<file path="config.mk">
export PLATFORM = sky130hd
export DESIGN_NAME = axi_lite_regfile
export DESIGN_NICKNAME = d
export VERILOG_FILES = /design/src/rtl/axi_lite_regfile.sv
export SDC_FILE = /design/constraint.sdc
export NUM_CORES = 1
export LEC_CHECK = 0
export BUFFER_PORTS_ARGS = -buffer_cell sky130_fd_sc_hd__buf_4
export CAP_MARGIN = 20
export CORE_AREA = 10 10 229 231
export CTS_BUF_LIST = sky130_fd_sc_hd__clkbuf_16
export DETAILED_ROUTE_END_ITERATION = 10
export DIE_AREA = 0 0 239 241
export GPL_ROUTABILITY_DRIVEN = 0
export GPL_TIMING_DRIVEN = 0
export PLACE_DENSITY = 0.56
export REMOVE_ABC_BUFFERS = 1
export SYNTH_ARGS = -nofsm -noshare
export SYNTH_HDL_FRONTEND = slang
export SYNTH_SLANG_ARGS = --single-unit
</file>
<file path="constraint.sdc">
create_clock -name aclk -period 2.7 [get_ports aclk]
set_input_delay 0.54 -clock aclk [delete_from_list [all_inputs] [get_ports aclk]]
set_output_delay 0.54 -clock aclk [all_outputs]
set_load 0.02 [all_outputs]
</file>
<file path="src/rtl/axi_lite_regfile.sv">
// ---------------------------------------------------------------------------
// axi_lite_regfile
//
// AXI4-Lite slave exposing NUM_REGS word-wide registers to a bus master and
// their contents to peripheral logic. Writable slots are plain storage with
// byte-lane strobes. Read-only slots (RO_MASK) return the live status value
// from reg_in, sampled when the read address is accepted.
//
// The write address and write data channels are accepted independently. Each
// channel is held until the other one arrives. The register is committed on
// the edge where both are held, and the B response is raised at the same time.
//
// Optional feature:
//   AXI_LITE_REGFILE_SLVERR_EN  when defined, out-of-range reads/writes and
//                               writes to read-only slots answer SLVERR.
//                               When undefined, every response is OKAY.
//
// Ports:
//   aclk, areset            clock, synchronous active-high reset
//   S_AXI_LITE_aw*          write address channel (awaddr, awvalid, awready)
//   S_AXI_LITE_w*           write data channel (wdata, wstrb, wvalid, wready)
//   S_AXI_LITE_b*           write response channel (bresp, bvalid, bready)
//   S_AXI_LITE_ar*          read address channel (araddr, arvalid, arready)
//   S_AXI_LITE_r*           read data channel (rdata, rresp, rvalid, rready)
//   reg_out                 register contents, slot i at [i*DATA_WIDTH +: DATA_WIDTH],
//                           read-only slots drive 0
//   reg_in                  status values for read-only slots
//   wr_pulse                one-cycle pulse per register, aligned with the
//                           cycle its new value first appears on reg_out
// ---------------------------------------------------------------------------
module axi_lite_regfile #(
    parameter int                  ADDR_WIDTH = 6,
    parameter int                  DATA_WIDTH = 32,
    parameter int                  NUM_REGS   = 8,
    parameter logic [NUM_REGS-1:0] RO_MASK    = '0
) (
    input  logic                           aclk,
    input  logic                           areset,

    input  logic [ADDR_WIDTH-1:0]          S_AXI_LITE_awaddr,
    input  logic                           S_AXI_LITE_awvalid,
    output logic                           S_AXI_LITE_awready,

    input  logic [DATA_WIDTH-1:0]          S_AXI_LITE_wdata,
    input  logic [DATA_WIDTH/8-1:0]        S_AXI_LITE_wstrb,
    input  logic                           S_AXI_LITE_wvalid,
    output logic                           S_AXI_LITE_wready,

    output logic [1:0]                     S_AXI_LITE_bresp,
    output logic                           S_AXI_LITE_bvalid,
    input  logic                           S_AXI_LITE_bready,

    input  logic [ADDR_WIDTH-1:0]          S_AXI_LITE_araddr,
    input  logic                           S_AXI_LITE_arvalid,
    output logic                           S_AXI_LITE_arready,

    output logic [DATA_WIDTH-1:0]          S_AXI_LITE_rdata,
    output logic [1:0]                     S_AXI_LITE_rresp,
    output logic                           S_AXI_LITE_rvalid,
    input  logic                           S_AXI_LITE_rready,

    output logic [NUM_REGS*DATA_WIDTH-1:0] reg_out,
    input  logic [NUM_REGS*DATA_WIDTH-1:0] reg_in,
    output logic [NUM_REGS-1:0]            wr_pulse
);

    localparam int STRB_W   = DATA_WIDTH / 8;
    localparam int ADDR_LSB = $clog2(STRB_W);
    localparam int IDX_W    = ADDR_WIDTH - ADDR_LSB;

    // Register storage. Read-only slots are never written, so their storage
    // stays at reset value.
    logic [DATA_WIDTH-1:0] r_regs [NUM_REGS];

    // Held write address / data.
    logic                  r_aw_held;
    logic                  r_w_held;
    logic [IDX_W-1:0]      r_aw_idx;
    logic [DATA_WIDTH-1:0] r_wdata;
    logic [STRB_W-1:0]     r_wstrb;

    // Response beats.
    logic                  r_bvalid;
    logic [1:0]            r_bresp;
    logic                  r_rvalid;
    logic [1:0]            r_rresp;
    logic [DATA_WIDTH-1:0] r_rdata;

    logic [NUM_REGS-1:0]   r_wr_pulse;

    logic                  w_aw_fire;
    logic                  w_w_fire;
    logic                  w_ar_fire;
    logic                  w_commit;
    logic [IDX_W-1:0]      w_ar_idx;
    logic [NUM_REGS-1:0]   w_aw_sel;
    logic [NUM_REGS-1:0]   w_aw_wsel;
    logic [NUM_REGS-1:0]   w_ar_sel;
    logic [DATA_WIDTH-1:0] w_ar_data;
    logic [1:0]            w_bresp_next;
    logic [1:0]            w_rresp_next;
    logic                  w_unused;

    // Byte-offset address bits carry no information for word registers.
    assign w_unused = ^{S_AXI_LITE_awaddr[ADDR_LSB-1:0], S_AXI_LITE_araddr[ADDR_LSB-1:0]};

    // Ready terms are combinational so they drop in the same cycle that reset
    // is asserted and rise in the first cycle after it is released.
    assign S_AXI_LITE_awready = !r_aw_held && !r_bvalid && !areset;
    assign S_AXI_LITE_wready  = !r_w_held  && !r_bvalid && !areset;
    assign S_AXI_LITE_arready = !r_rvalid  && !areset;

    assign w_aw_fire = S_AXI_LITE_awvalid && S_AXI_LITE_awready;
    assign w_w_fire  = S_AXI_LITE_wvalid  && S_AXI_LITE_wready;
    assign w_ar_fire = S_AXI_LITE_arvalid && S_AXI_LITE_arready;
    assign w_commit  = r_aw_held && r_w_held;

    assign w_ar_idx  = S_AXI_LITE_araddr[ADDR_WIDTH-1:ADDR_LSB];

    // One-hot decode. An index at or beyond NUM_REGS matches no slot, so an
    // all-zero select vector doubles as the out-of-range indication.
    always_comb begin
        w_aw_sel = '0;
        w_ar_sel = '0;
        for (int i = 0; i < NUM_REGS; i++) begin
            w_aw_sel[i] = (r_aw_idx == IDX_W'(i));
            w_ar_sel[i] = (w_ar_idx == IDX_W'(i));
        end
    end

    assign w_aw_wsel = w_aw_sel & ~RO_MASK;

    always_comb begin
        w_ar_data = '0;
        for (int i = 0; i < NUM_REGS; i++) begin
            if (w_ar_sel[i]) begin
                w_ar_data = RO_MASK[i] ? reg_in[i*DATA_WIDTH +: DATA_WIDTH] : r_regs[i];
            end
        end
    end

`ifdef AXI_LITE_REGFILE_SLVERR_EN
    // Writes succeed only on writable in-range slots; reads of read-only
    // slots are legitimate status reads and answer OKAY.
    assign w_bresp_next = (|w_aw_wsel) ? 2'b00 : 2'b10;
    assign w_rresp_next = (|w_ar_sel)  ? 2'b00 : 2'b10;
`else
    assign w_bresp_next = 2'b00;
    assign w_rresp_next = 2'b00;
`endif

    always_ff @(posedge aclk) begin
        if (areset) begin
            r_aw_held  <= 1'b0;
            r_w_held   <= 1'b0;
            r_aw_idx   <= '0;
            r_wdata    <= '0;
            r_wstrb    <= '0;
            r_bvalid   <= 1'b0;
            r_bresp    <= 2'b00;
            r_rvalid   <= 1'b0;
            r_rresp    <= 2'b00;
            r_rdata    <= '0;
            r_wr_pulse <= '0;
            for (int i = 0; i < NUM_REGS; i++) begin
                r_regs[i] <= '0;
            end
        end else begin
            r_wr_pulse <= '0;

            if (w_aw_fire) begin
                r_aw_held <= 1'b1;
                r_aw_idx  <= S_AXI_LITE_awaddr[ADDR_WIDTH-1:ADDR_LSB];
            end

            if (w_w_fire) begin
                r_w_held <= 1'b1;
                r_wdata  <= S_AXI_LITE_wdata;
                r_wstrb  <= S_AXI_LITE_wstrb;
            end

            // Neither channel can be accepted while both are held, so the
            // commit never collides with a new AW/W handshake.
            if (w_commit) begin
                r_aw_held  <= 1'b0;
                r_w_held   <= 1'b0;
                r_bvalid   <= 1'b1;
                r_bresp    <= w_bresp_next;
                r_wr_pulse <= w_aw_wsel;
                for (int i = 0; i < NUM_REGS; i++) begin
                    for (int b = 0; b < STRB_W; b++) begin
                        if (w_aw_wsel[i] && r_wstrb[b]) begin
                            r_regs[i][b*8 +: 8] <= r_wdata[b*8 +: 8];
                        end
                    end
                end
            end else if (r_bvalid && S_AXI_LITE_bready) begin
                r_bvalid <= 1'b0;
            end

            // The read mux looks at r_regs before this edge's commit, so a
            // read and write landing on the same edge return the old value.
            if (w_ar_fire) begin
                r_rvalid <= 1'b1;
                r_rdata  <= w_ar_data;
                r_rresp  <= w_rresp_next;
            end else if (r_rvalid && S_AXI_LITE_rready) begin
                r_rvalid <= 1'b0;
            end
        end
    end

    always_comb begin
        reg_out = '0;
        for (int i = 0; i < NUM_REGS; i++) begin
            reg_out[i*DATA_WIDTH +: DATA_WIDTH] = RO_MASK[i] ? '0 : r_regs[i];
        end
    end

    assign S_AXI_LITE_bvalid = r_bvalid;
    assign S_AXI_LITE_bresp  = r_bresp;
    assign S_AXI_LITE_rvalid = r_rvalid;
    assign S_AXI_LITE_rresp  = r_rresp;
    assign S_AXI_LITE_rdata  = r_rdata;
    assign wr_pulse          = r_wr_pulse;

endmodule

</file>
---- Yosys cells after proc, flatten, opt, wreduce, memory -nomap -nowiden ----
Memories as Yosys holds them, arrays and structs flattened.
Cells that the tools add are included.
storage, ports and cells
  register bits ........................... 84
  latch bits .............................. 0
  RAM bits ................................ 256
  ROM bits ................................ 0
  output and inout port bits .............. 305
  logic and storage cells ................. 285
  memories ................................ 1
memories
  name    words  width  read ports  clocked after memory_dff  wr ports  line  RTL
  r_regs  8      32     8           0                         8         73    logic [DATA_WIDTH-1:0] r_regs [NUM_REGS];
operators by class
  add/sub/neg operators ................... 0
  multipliers ............................. 0
  divide/modulo/power cells ............... 0
  magnitude comparators ................... 0
  eq/ne operators ......................... 14
  shift operators ......................... 0
  mux-type cells .......................... 174
  bitwise operators ....................... 33
  reduce and logical (&&, ||, !) cells .... 54
operators with widths
  kind                                                              count
  32-bit two-way mux                                                8
  8-bit two-way mux                                                 32
  1-bit two-way mux                                                 134
  1-bit logical AND                                                 43
  4-bit by 3-bit == test with 1-bit output (second input constant)  8
  1-bit bitwise OR                                                  32
  4-bit by 2-bit == test with 1-bit output (second input constant)  4
  4-bit by 1-bit == test with 1-bit output (second input constant)  2
  4-bit zero test                                                   2
  1-bit zero test                                                   5
  2-bit nonzero test                                                2
  2-bit OR reduction                                                2
  1-bit NOT                                                         1

---- Longest topological paths before layout ----
  word-level depth ........................ 9
  gate-level depth with buffers ........... 7
  mapped depth without buffers ............ 4

---- Worst setup path before layout ----
Ideal clock, no wire load.
  kind .................................... in2out
  from .................................... input port areset
  to ...................................... output port S_AXI_LITE_arready
  data arrival time ....................... 1.616 ns
  required time ........................... 2.160 ns
  path slack .............................. 0.544 ns
  cell stages on the path ................. 5
  path through ............................ buf_2 > buf_2 > clkbuf_1 > buf_1 > nor2_1
between the ends
  word-level cells in the longest chain between the ends .. 2
RTL lines
  what               line  RTL
  start, declared    38    input logic areset,
  1-bit zero test    111   assign S_AXI_LITE_arready = !r_rvalid && !areset;
  1-bit logical AND  111
  end, declared      55    output logic S_AXI_LITE_arready,
No other way between the ends.

==> run summary <==
- 2.78 ns — critical path arrival
- 9370 sq um — combined flip-flop and latch cell area
- 0 ns — total negative slack for setup checks
- 57300 microns — total routed wirelength
- -0.542 ns — Place WS
- 0 — final slew viol count
- completed — outcome
- 0.948 — final worst-path cycle share
- 0.142 ns — Worst Slack Setup Final
- 0 — Setup Fix Bufs, Post-CTS
- r_regs[1][57] — reg-to-reg endpoint
- 14500 sq um — netlist area before placement
- 954 — Detailed Route Iter0 Violations
- done — clock tree from TritonCTS
- 0.398 — share of the core filled with cells
- 11100 — Vias
- 616 — number of ports placed on the die boundary
- r_wdata[2] — WHS Endpoint
- 0.133 — simple logic cell fraction of the synthesized area
- 4 — path depth of the worst reg2reg path
- 0 — final setup vio count
- 4607 — fill cell count
- 0.304 — effective utilization at floorplan
- 1857 — number of nets in the finished design
- 11200 — vias in the first global route
- 80 — row count
- 0 — max capacitance violation total
- 0 — number of warning messages in the yosys log
- 0.946 ns — transition time at the pin with the least slew margin
- r_aw_idx[2] — reg2reg start
- 0.368 — Max-slew headroom
- 11.8 sq um — average footprint of a synthesized cell
- 30.9% — area growth from synthesis to layout
- 0.0596 — fraction of synthesized area in multiplexers
- simple AND/OR/NAND/NOR gates — main combinational cell family by area after synthesis
- flop — endpoint class of the critical path
- 0 — XOR/XNOR Fraction of Synth Area
- 0.191 — Global Route Usage Sum
- sky130_fd_sc_hd__edfxtp_1 (53%), sky130_fd_sc_hd__dfxtp_1 (12%), sky130_fd_sc_hd__nor2_1 (5.5%) — leading post-synthesis cells by cell area
- 0.55 ns — later-pin clock latency in the skew report
- 0.118 — share of the synthesized area in compound gates (AO/OA/AOI/OAI)
- 0 — Async S/R FF share, synth
- 0 — antenna-violating nets left
- 0 — DR DRC count
- 41800 microns — HPWL after DPL
- 0 — final hold violations
- 0.648 — sequential cell area fraction in the yosys report
- 94 — pin count of the biggest net entering global routing
- 340 — number of synthesized register bits
- 239 microns — x dimension of the die
- 26.2 microns — Routed WL per cell
- sky130_fd_sc_hd__edfxtp_1 — library cell occupying the most area in the post-synthesis netlist
- 0 — remaining global-route overflow
- 0.14 ns — internal reg-to-reg setup slack
- 256 — number of enable-type register cells in the synthesized netlist
- 391 MHz — highest clock frequency the design can meet
- 39 — TritonCTS Buffers
- flop to flop — category of the critical setup timing path
- sky130_fd_sc_hd__edfxtp_1 — top-count cell post-synth
- 661 nW/um^2 — pwr dens
- 80200 microns — first-pass GRT wire length
- 0 — Adder-Cell Fraction of Synth Area
- 0.236 ns — final worst hold slack
- 18900 sq um — final non-filler cell area
- met2 — GRT busiest layer
- flop — crit path launch type
- 7.57 nW — leak pwr
- false — RSZ-0062 raised after global routing
- 3 — maximum count of clock buffers along a single path
- 0.0104 ns — Worst Skew
- 0.248 — met1 global-route usage
- 1224 — number of instances in the synthesized netlist
- 5 — Initial DRT Pass Iterations
- 351 — # port buffers
- 17700 sq um — dpl cell area
- 0.000439 V — worst supply voltage drop on vdd
- 47500 sq um — area of the core
- 4590 sq um — total area of multi-input combinational cells
- 5.06 — post-DR vias/cell
- 2 — antenna violations before repair
- 49 — count of different cell masters after synthesis
- S_AXI_LITE_wdata[2] — startpoint of the most critical hold path
- 2.92 ns — Crit path required time
- 9 — highest net fanout along the worst path
- 0.295 — global routing usage on met2
- 2 — H-tree depth
- 340 — clock tree sinks
- 0.531 — share of the synthesized area in the top cell type
- primary input to flop — Hold Crit Class
- 0.06 ns — Worst-path clk slew
- sky130_fd_sc_hd__edfxtp_1 (256), sky130_fd_sc_hd__nor2_1 (212), sky130_fd_sc_hd__a21oi_1 (119) — list of most frequent post-synthesis cells
- 57600 sq um — Total Die Area
- 2.56 ns — final period demand of the worst path
- sky130_fd_sc_hd__clkbuf_16 — CTS Root Buffer Type
- 3 — worst hold path depth
- sky130_fd_sc_hd__edfxtp_1 — most used flip-flop cell after synthesis
- 241 microns — Die Y-Extent
- 0.0694 — met3 track utilization from global routing
- 0.307 — fraction of layout cells with a size suffix above 1
-- state kept, by name, summed over array words and instances (netlist names), 4 cells and up --
name              count
r_regs              256
wr_pulse              8
r_wdata              32
r_aw_idx              4
r_wstrb               4
S_AXI_LITE_rdata     32
-- critical path: stages (launching register included) --
cell and delay [ns]:
sky130_fd_sc_hd__dfxtp_1 0.63, sky130_fd_sc_hd__nand2b_1 0.31, sky130_fd_sc_hd__nor2_2 0.47, sky130_fd_sc_hd__nand2_1 0.43
sky130_fd_sc_hd__nand2b_2 0.39
-- power by group --
part / internal, W / switching (W) / total (W)
sequential: 0.00583 / 0.000185 / 0.00602
combinational: 0.000518 / 0.000912 / 0.00143
clock: 0.00293 / 0.00214 / 0.00507
-- worst max-delay path by stage --
stage | from | end | slack [ns] | cells after the start
floorplan | S_AXI_LITE_arvalid | S_AXI_LITE_rdata[0] | 0.1 | 4
global placement | S_AXI_LITE_araddr[4] | S_AXI_LITE_rdata[2] | -1.93 | 4
detailed placement | S_AXI_LITE_araddr[2] | S_AXI_LITE_rdata[16] | -0.54 | 6
CTS | r_aw_idx[2] | r_regs[1][59] | -0.005 | 4
global route | r_aw_idx[2] | r_regs[1][13] | 0.007 | 4
finish | r_aw_idx[2] | r_regs[1][57] | 0.14 | 4
-- final cells by class --
class / count / area share
Sequential cell: 340 / 0.495
Multi-Input combinational cell: 764 / 0.242
Timing Repair Buffer: 361 / 0.150
Clock buffer: 41 / 0.0542
Tap cell: 615 / 0.0406
Clock inverter: 30 / 0.00977
Inverter: 40 / 0.00793
Antenna cell: 2 / 0.000264
-- per-layer routing --
layer | vias to the layer above | wire [microns]
li1 | 5024 | -
met1 | 5444 | 24600
met2 | 576 | 25400
met3 | 58 | 6270
met4 | 2 | 1150
met5 | - | 13
-- layout by cell type (no fill, tap or decap), types with 3 or more instances in the layout --
cell	synthesis	layout
sky130_fd_sc_hd__a2111oi_1	3	3
sky130_fd_sc_hd__a2111oi_2	21	21
sky130_fd_sc_hd__a21o_1	10	10
sky130_fd_sc_hd__a21oi_1	119	119
sky130_fd_sc_hd__a221o_1	5	5
sky130_fd_sc_hd__a221oi_1	29	29
sky130_fd_sc_hd__and3_1	4	4
sky130_fd_sc_hd__buf_12	0	3
sky130_fd_sc_hd__buf_16	0	4
sky130_fd_sc_hd__buf_4	14	350
sky130_fd_sc_hd__buf_6	7	3
sky130_fd_sc_hd__clkbuf_16	0	41
sky130_fd_sc_hd__clkinv_1	0	4
sky130_fd_sc_hd__clkinv_2	0	4
sky130_fd_sc_hd__conb_1	1	4
sky130_fd_sc_hd__dfxtp_1	84	84
sky130_fd_sc_hd__edfxtp_1	256	256
sky130_fd_sc_hd__inv_1	39	56
sky130_fd_sc_hd__inv_6	0	3
sky130_fd_sc_hd__mux2_1	3	3
sky130_fd_sc_hd__mux2_2	22	22
sky130_fd_sc_hd__mux2i_1	58	58
sky130_fd_sc_hd__nand2_1	114	111
sky130_fd_sc_hd__nand2_2	0	3
sky130_fd_sc_hd__nand2b_1	66	58
sky130_fd_sc_hd__nand2b_2	0	8
sky130_fd_sc_hd__nor2_1	212	211
sky130_fd_sc_hd__nor2b_1	3	3
sky130_fd_sc_hd__nor3_1	11	7
sky130_fd_sc_hd__nor3_2	3	3
sky130_fd_sc_hd__nor3_4	0	4
sky130_fd_sc_hd__nor4_1	4	4
sky130_fd_sc_hd__o21a_1	24	24
sky130_fd_sc_hd__o21ai_0	14	14
sky130_fd_sc_hd__o21ai_1	5	5
sky130_fd_sc_hd__o32ai_1	5	5
sky130_fd_sc_hd__or2_2	3	3
-- metrics by stage --
step           instances  power (W)
2_1_floorplan       1144    0.00674
3_3_place_gp        2110    0.00752
3_5_place_dp        2120    0.00756
4_1_cts             2191     0.0126
5_1_grt             2191     0.0129
6_report            2193     0.0125
-- timing repair --
| item | CTS | global route |
|---|---|---|
| pin swaps | 0 | 0 |
| hold endpoints to repair | 0 | 0 |
| hold buffers | 0 | 0 |
| resized for setup | 6 | 10 |
| endpoints found under the setup margin | 63 | 74 |
-- kinds of logic after synthesis --
family,after synthesis
other cells,1
mux,83
flops,340
simple gates,433
compound gates,244
buf+inv,123
(Power assumes the default switching activity.)
